### config.mk
export PLATFORM = sky130hd
export DESIGN_NAME = debounce_edge_det_flat
export DESIGN_NICKNAME = d
export VERILOG_FILES = /design/src/rtl/debounce_edge_det_if.sv /design/src/rtl/debounce_edge_det.sv /design/src/flat_wrapper.sv
export SDC_FILE = /design/constraint.sdc
export NUM_CORES = 1
export LEC_CHECK = 0
export CORE_AREA = 2 2 39 41
export CTS_BUF_LIST = sky130_fd_sc_hd__clkbuf_2
export DETAILED_ROUTE_END_ITERATION = 7
export DIE_AREA = 0 0 41 43
export GPL_TIMING_DRIVEN = 0
export PLACE_DENSITY = 0.64
export SYNTH_ARGS = -nofsm -noshare
export SYNTH_HDL_FRONTEND = slang
export SYNTH_SLANG_ARGS = --single-unit
export TNS_END_PERCENT = 20
### constraint.sdc
create_clock -name clk -period 1.1 [get_ports clk]
set_clock_uncertainty 0.1 [all_clocks]
set_input_delay 0.22 -clock clk [delete_from_list [all_inputs] [get_ports clk]]
set_output_delay 0.22 -clock clk [all_outputs]
set_load 0.1 [all_outputs]
### src/rtl/debounce_edge_det_if.sv
// Interface bundling the sample inputs and the debounced outputs of
// debounce_edge_det. The event-counter signal exists only when
// DB_EVT_CNT_EN is defined.
interface debounce_edge_det_if #(
  parameter int CNT_W = 8
);
  logic en;
  logic din;
  logic level;
  logic rise;
  logic fall;
  logic busy;
`ifdef DB_EVT_CNT_EN
  logic [CNT_W-1:0] evt_cnt;
`endif

  // Producer side: drives the sampled level and enable, observes the result.
  modport master (
    output en,
    output din,
    input  level,
    input  rise,
    input  fall,
`ifdef DB_EVT_CNT_EN
    input  evt_cnt,
`endif
    input  busy
  );

  // Debouncer side.
  modport slave (
    input  en,
    input  din,
    output level,
    output rise,
    output fall,
`ifdef DB_EVT_CNT_EN
    output evt_cnt,
`endif
    output busy
  );
endinterface

### src/rtl/debounce_edge_det.sv
// debounce_edge_det: glitch filter and edge detector for a level that has
// already passed through a 2-FF synchroniser. A change on din is accepted
// only after DB_CYCLES consecutive enabled samples at the new value; the
// accepted change updates level and fires a one-cycle rise or fall strobe.
// Optional feature macro: DB_EVT_CNT_EN adds a saturating rise+fall event
// counter (evt_cnt, CNT_W bits). Without it the counter is absent.
module debounce_edge_det #(
  parameter int DB_CYCLES = 4,
  parameter int CNT_W     = 8
) (
  input  logic               clk,
  input  logic               rst,
  debounce_edge_det_if.slave bus
);

  // Qualification counter wide enough to hold DB_CYCLES.
  localparam int CW = $clog2(DB_CYCLES + 1);
  // Value of cnt on the sample that completes a qualification run.
  localparam logic [CW-1:0] CNT_LAST = CW'(DB_CYCLES - 1);

  typedef enum logic [1:0] {
    STABLE_LO = 2'd0,
    QUAL_HI   = 2'd1,
    STABLE_HI = 2'd2,
    QUAL_LO   = 2'd3
  } state_t;

  state_t        state;
  logic [CW-1:0] cnt;
  logic          level;
  logic          rise;
  logic          fall;
  logic          busy;

  // Debounce FSM; level, strobes and busy are registered alongside the state.
  // Strobes default low every edge so they last exactly one cycle even when
  // en drops right after an accept. With en low everything else holds, so a
  // disabled sample neither advances nor breaks a qualification run.
  always_ff @(posedge clk or posedge rst) begin
    if (rst) begin
      state <= STABLE_LO;
      cnt   <= '0;
      level <= 1'b0;
      rise  <= 1'b0;
      fall  <= 1'b0;
      busy  <= 1'b0;
    end else begin
      rise <= 1'b0;
      fall <= 1'b0;
      if (bus.en) begin
        case (state)
          STABLE_LO: begin
            if (bus.din) begin
              state <= QUAL_HI;
              cnt   <= CW'(1);
              busy  <= 1'b1;
            end else begin
              cnt <= '0;
            end
          end
          QUAL_HI: begin
            if (!bus.din) begin
              // Candidate reverted before qualifying: drop it silently.
              state <= STABLE_LO;
              cnt   <= '0;
              busy  <= 1'b0;
            end else if (cnt == CNT_LAST) begin
              state <= STABLE_HI;
              cnt   <= '0;
              level <= 1'b1;
              rise  <= 1'b1;
              busy  <= 1'b0;
            end else begin
              cnt <= cnt + CW'(1);
            end
          end
          STABLE_HI: begin
            if (!bus.din) begin
              state <= QUAL_LO;
              cnt   <= CW'(1);
              busy  <= 1'b1;
            end else begin
              cnt <= '0;
            end
          end
          QUAL_LO: begin
            if (bus.din) begin
              state <= STABLE_HI;
              cnt   <= '0;
              busy  <= 1'b0;
            end else if (cnt == CNT_LAST) begin
              state <= STABLE_LO;
              cnt   <= '0;
              level <= 1'b0;
              fall  <= 1'b1;
              busy  <= 1'b0;
            end else begin
              cnt <= cnt + CW'(1);
            end
          end
          default: begin
            state <= STABLE_LO;
            cnt   <= '0;
            level <= 1'b0;
            busy  <= 1'b0;
          end
        endcase
      end
    end
  end

  assign bus.level = level;
  assign bus.rise  = rise;
  assign bus.fall  = fall;
  assign bus.busy  = busy;

`ifdef DB_EVT_CNT_EN
  logic             accept;
  logic [CNT_W-1:0] evt_cnt;

  // Saturating increment: sticks at all-ones instead of wrapping.
  function automatic logic [CNT_W-1:0] sat_inc(input logic [CNT_W-1:0] v);
    if (&v) return v;
    return v + CNT_W'(1);
  endfunction

  // Flags the edge on which the FSM accepts a change (same edge as rise/fall).
  always_comb begin
    accept = 1'b0;
    if (bus.en && (cnt == CNT_LAST)) begin
      if ((state == QUAL_HI) && bus.din)
        accept = 1'b1;
      else if ((state == QUAL_LO) && !bus.din)
        accept = 1'b1;
    end
  end

  // Event counter; accept already implies en, so it holds while disabled.
  always_ff @(posedge clk or posedge rst) begin
    if (rst)
      evt_cnt <= '0;
    else if (accept)
      evt_cnt <= sat_inc(evt_cnt);
  end

  assign bus.evt_cnt = evt_cnt;
`endif

endmodule
### src/flat_wrapper.sv
// flat-port wrapper written by rule: the top's interface ports become plain ports
module debounce_edge_det_flat 
#(
  parameter int DB_CYCLES = 4,
  parameter int CNT_W     = 8
)
  (clk, rst, bus_en, bus_din, bus_level, bus_rise, bus_fall, bus_busy);
  debounce_edge_det_if #(.CNT_W(CNT_W)) bus_i ();
  input  logic clk;
  input  logic rst;
  input wire logic [$bits(bus_i.en)-1:0] bus_en;
  input wire logic [$bits(bus_i.din)-1:0] bus_din;
  output wire logic [$bits(bus_i.level)-1:0] bus_level;
  output wire logic [$bits(bus_i.rise)-1:0] bus_rise;
  output wire logic [$bits(bus_i.fall)-1:0] bus_fall;
  output wire logic [$bits(bus_i.busy)-1:0] bus_busy;
  assign bus_i.en = bus_en;
  assign bus_i.din = bus_din;
  assign bus_level = bus_i.level;
  assign bus_rise = bus_i.rise;
  assign bus_fall = bus_i.fall;
  assign bus_busy = bus_i.busy;
  debounce_edge_det #(.DB_CYCLES(DB_CYCLES), .CNT_W(CNT_W)) u_core (.clk(clk), .rst(rst), .bus(bus_i));
endmodule
* Word level (Yosys, flattened, before mapping) *
Cells that the tools add are included.

word-level totals
  flip-flop bits (word level) = 9
  output and inout port bits = 4
  word-level logic and storage cells = 55

operators by class
  $add $sub $neg = 1
  equal/unequal tests = 12
  muxes and demuxes = 31
  reduce and logical (&&, ||, !) cells = 5

operator list
  kind                   number
  $mux W1                18
  $mux W2                6
  $pmux W3 S4            1
  $mux W3                3
  $ne A2 B2 Y1 const B   4
  $pmux W2 S4            1
  $ne A3 B2 Y1 const B   2
  $reduce_and A6 Y1      1
  $reduce_and A5 Y1      1
  $eq A2 B2 Y1 const B   2
  $ne A2 B1 Y1 const B   2
  $pmux W1 S4            1
  $add A3 B1 Y3 const B  1
  $eq A3 B2 Y1 const B   1
  $reduce_and A3 Y1      1
  $eq A2 B1 Y1 const B   1
  $logic_not A2 Y1       1
  $pmux W1 S2            1
  $reduce_bool A2 Y1     1

* Longest topological paths before layout *
  depth in word-level cells = 5
  gate-level depth with buffers = 4
  depth with buffers taken out = 4

* Worst setup path after synthesis *
Ideal clock, no wire load.

  path type = reg-to-reg
  from = register, netlist name u_core.bus.level
  to = register u_core.level, in the netlist u_core.bus.level
  setup time = 0.079 ns
  data arrival time = 1.265 ns
  required time = 0.921 ns
  slack = -0.343 ns
  cell stages (with the launch flop) = 3
  period minus slack after synthesis = 1.443 ns
  cells stage by stage = dfrtp_1 o21ai_0 a21oi_1

RTL lines
  item                  RTL line                 RTL
  end signal, assigned  debounce_edge_det.sv:43  level <= 1'b0;
  end signal, assigned  debounce_edge_det.sv:70  level <= 1'b1;
  end signal, assigned  debounce_edge_det.sv:94  level <= 1'b0;
  end, declared         debounce_edge_det.sv:30  logic level;

* Final worst setup path *
  from = register u_core.cnt[1]
  to = register u_core.busy, in the netlist u_core.bus.busy

on the way
  longest elaborated chain between the ends = 4
  elaborated cells on any way between the ends = 5
  those cells by class = 1 x eq/ne; 4 x mux

ends and longest elaborated chain
  item                        RTL line                                          RTL
  start, declared             debounce_edge_det.sv:29                           logic [CW-1:0] cnt;
  start signal, assigned      debounce_edge_det.sv:74                           cnt <= cnt + CW'(1);
  start signal, assigned      debounce_edge_det.sv:98                           cnt <= cnt + CW'(1);
  $eq A3 B2 Y1 *              debounce_edge_det.sv:67, debounce_edge_det.sv:91
  $mux W1 *                   --
  $mux W1 (on tied branches)  --
  $pmux W1 S4 *               --
  end signal, assigned        debounce_edge_det.sv:66                           busy <= 1'b0;
  end signal, assigned        debounce_edge_det.sv:72                           busy <= 1'b0;
  end signal, assigned        debounce_edge_det.sv:90                           busy <= 1'b0;
  end, declared               debounce_edge_det.sv:33                           logic busy;

Mark *: on every way between the ends. The rest lies on a longest branch, timed or not.
A chain may end at the register's enable or synchronous reset.

==> results.sh <==
export IMPL_status="finished, violations left"
export IMPL_violations="setup timing"
export IMPL_syn_nets=43
export IMPL_drive_gt1_share_pct=35.3
export IMPL_place_inst=60
export IMPL_start_util_pct=29.2
export IMPL_cp_arrival_ps=1260
export IMPL_clk_latency_ps=250
export IMPL_vdd_drop_max_uv=830
export IMPL_yosysWarnings=0
export IMPL_cts_sinks=9
export IMPL_clockBufferDepth=2
export IMPL_crit_type="register to register"
export IMPL_drc=0
export IMPL_fin_util_pct=42.6
export IMPL_cts_made_buffers=3
export IMPL_nets=57
export IMPL_worstHoldPathType="input pin to async pin"
export IMPL_vias=310
export IMPL_grt_pass1_vias=276
export IMPL_portBuffers=6
export IMPL_die_h_um=43
export IMPL_cp_max_fo=4
export IMPL_cts_root_buf="clkbuf_2"
export IMPL_dieArea_mm2=0.00176
export IMPL_vias_per_cell=4.63
export IMPL_synth_cell_type_count=19
export IMPL_fmax_mhz=815
export IMPL_ys_async_sr_fraction_pct=100
export IMPL_cts_max_level=1
export IMPL_wire_per_inst_um=10.9
export IMPL_slew_violations=0
export IMPL_n_antenna_cell=0
export IMPL_antenna_found_initial=0
export IMPL_first_pass_iters=2
export IMPL_final_common_cell="dfrtp_1"
export IMPL_grt_max_degree=11
export IMPL_period_minus_slack_ps=1230
export IMPL_final_cell_mix="5 x dfrtp_1, 4 x inv_1, 4 x nand2_1, 4 x dfrtp_2"
export IMPL_globalplace_congestion=0.739
export IMPL_track_usage_pct=10.5
export IMPL_grt_use_met2_pct=13.4
export IMPL_crit_required_ps=1140
export IMPL_synth_cells=38
export IMPL_critPathLaunchType="register"
export IMPL_grt_ovfl_total=0
export IMPL_rows=14
export IMPL_post_route_period_util_pct=112
export IMPL_setup_viol=10
export IMPL_path_clk_slew_ps=100
export IMPL_totalWireLength_um=727
export IMPL_p_leak_nw=0.265
export IMPL_drv_cap=0
export IMPL_ys_seq_area_share_pct=55.7
export IMPL_syn2layout_area_growth_pct=45.8
export IMPL_worstSetupEndpointType="register"
export IMPL_grt_pass1_wl_um=1110
export IMPL_instances_no_fill=67
export IMPL_dp_hpwl_um=467
export IMPL_syn_area_um2=404
export IMPL_ys_ff_latch=9
export IMPL_p_per_area_mw_per_mm2=2310
export IMPL_synth_edf_count=0
export IMPL_core_mm2=0.00138
export IMPL_tritoncts="done"
export IMPL_hold_viol_final=0
export IMPL_dieWidth_um=41
export IMPL_rsz0062_at_grt="yes"
export IMPL_relSlewSlack_pct=77.8
export IMPL_globalRouteMet1Util_pct=12.3
export IMPL_ios=8
export IMPL_avgSynthCellArea_um2=10.6
export IMPL_use_met3_pct=4.71
export IMPL_grt_busiest_layer="met2"
export IMPL_synth_flop_cell="dfrtp_1"
export IMPL_tightest_slew_ps=332
export IMPL_fin_ws_ps=-127
export IMPL_postRouteAntennaNets=0
export IMPL_drt_initial_drc_count=1
-- critical path: stages (launching register included) --
cell and delay [ps]:
dfrtp_1 410, ha_4 160, nand4b_1 160, o21a_1 170, o2bb2ai_1 120
-- where the power goes --
part / internal [W] / leakage [nW] / total [W] / switching, W
Sequential: 0.000427 / 0.112 / 0.000555 / 0.000128
Clock: 0.0000823 / 0.0164 / 0.000202 / 0.000120
Combinational: 0.000265 / 0.136 / 0.000603 / 0.000338
Total: 0.000775 / 0.265 / 0.00136 / 0.000586
-- path summary, 6_finish.rpt --
path	depth (start not counted)	slack, ps	from	to
max reg2reg	4	-130	u_core.cnt[1]$_DFFE_PP0P_	u_core.bus.busy$_DFFE_PP0P_
min	2	110	rst	u_core.cnt[0]$_DFFE_PP0P_
min in group clk	2	160	bus_en	u_core.cnt[2]$_DFFE_PP0P_
max in group asynchronous	2	510	rst	u_core.bus.busy$_DFFE_PP0P_
max	4	-130	u_core.cnt[1]$_DFFE_PP0P_	u_core.bus.busy$_DFFE_PP0P_
min reg2reg	1	450	register	u_core.bus.rise$_DFF_PP0_
-- cells in the mapped netlist (2+ instances only) --
cell type	n	area [um2]
a21oi_1	2	10.0
dfrtp_1	9	225
inv_1	4	15.0
nand2_1	4	15.0
nor2_1	2	7.51
o21a_1	2	15.0
o21ai_0	3	15.0
-- metrics by stage --
stage	hold WS, ps	TNS [ps]	power, W	setup WS (ps)	area [um2]
after floorplan	-52.3	-224	0.000882	-103	408
after detailed placement	406	-4870	0.000998	-706	488
after global placement	396	-4920	0.000986	-702	488
after global routing	132	-1440	0.00146	-205	589
after CTS	125	-941	0.00131	-141	549
final	114	-747	0.00136	-127	589
-- kinds of logic after synthesis --
logic type	Yosys count	synth area share (%)
buf+inv	5	4.95
compound gates	9	13.9
fa+ha+maj	1	3.10
flops	9	55.7
simple gates	13	18.3
xor+xnor	1	4.03
-- area by class of cell --
class | count | area, um2
fillers | 133 | 795
flip-flops and latches | 9 | 230
multi-input cells | 24 | 183
repair buffers | 9 | 116
well taps | 16 | 20.0
clock buffers | 3 | 15.0
inverters | 4 | 15.0
clock inverters | 1 | 5.00
plain buffers | 1 | 5.00
-- what timing repair did --
action / in CTS / in global routing
endpoints found under the hold margin: 0 / 0
setup buffers: 3 / 0
hold buffers: 0 / 0
endpoints found under the setup margin: 13 / 13
pin swaps: 4 / 2
resized for setup: 34 / 7
-- metal layers --
layer | vias to the layer above | routed length (um)
li1 | 157 | -
met1 | 141 | 319
met2 | 8 | 329
met3 | 4 | 48
met4 | 0 | 30
met5 | - | 0
(Power assumes the default switching activity.)
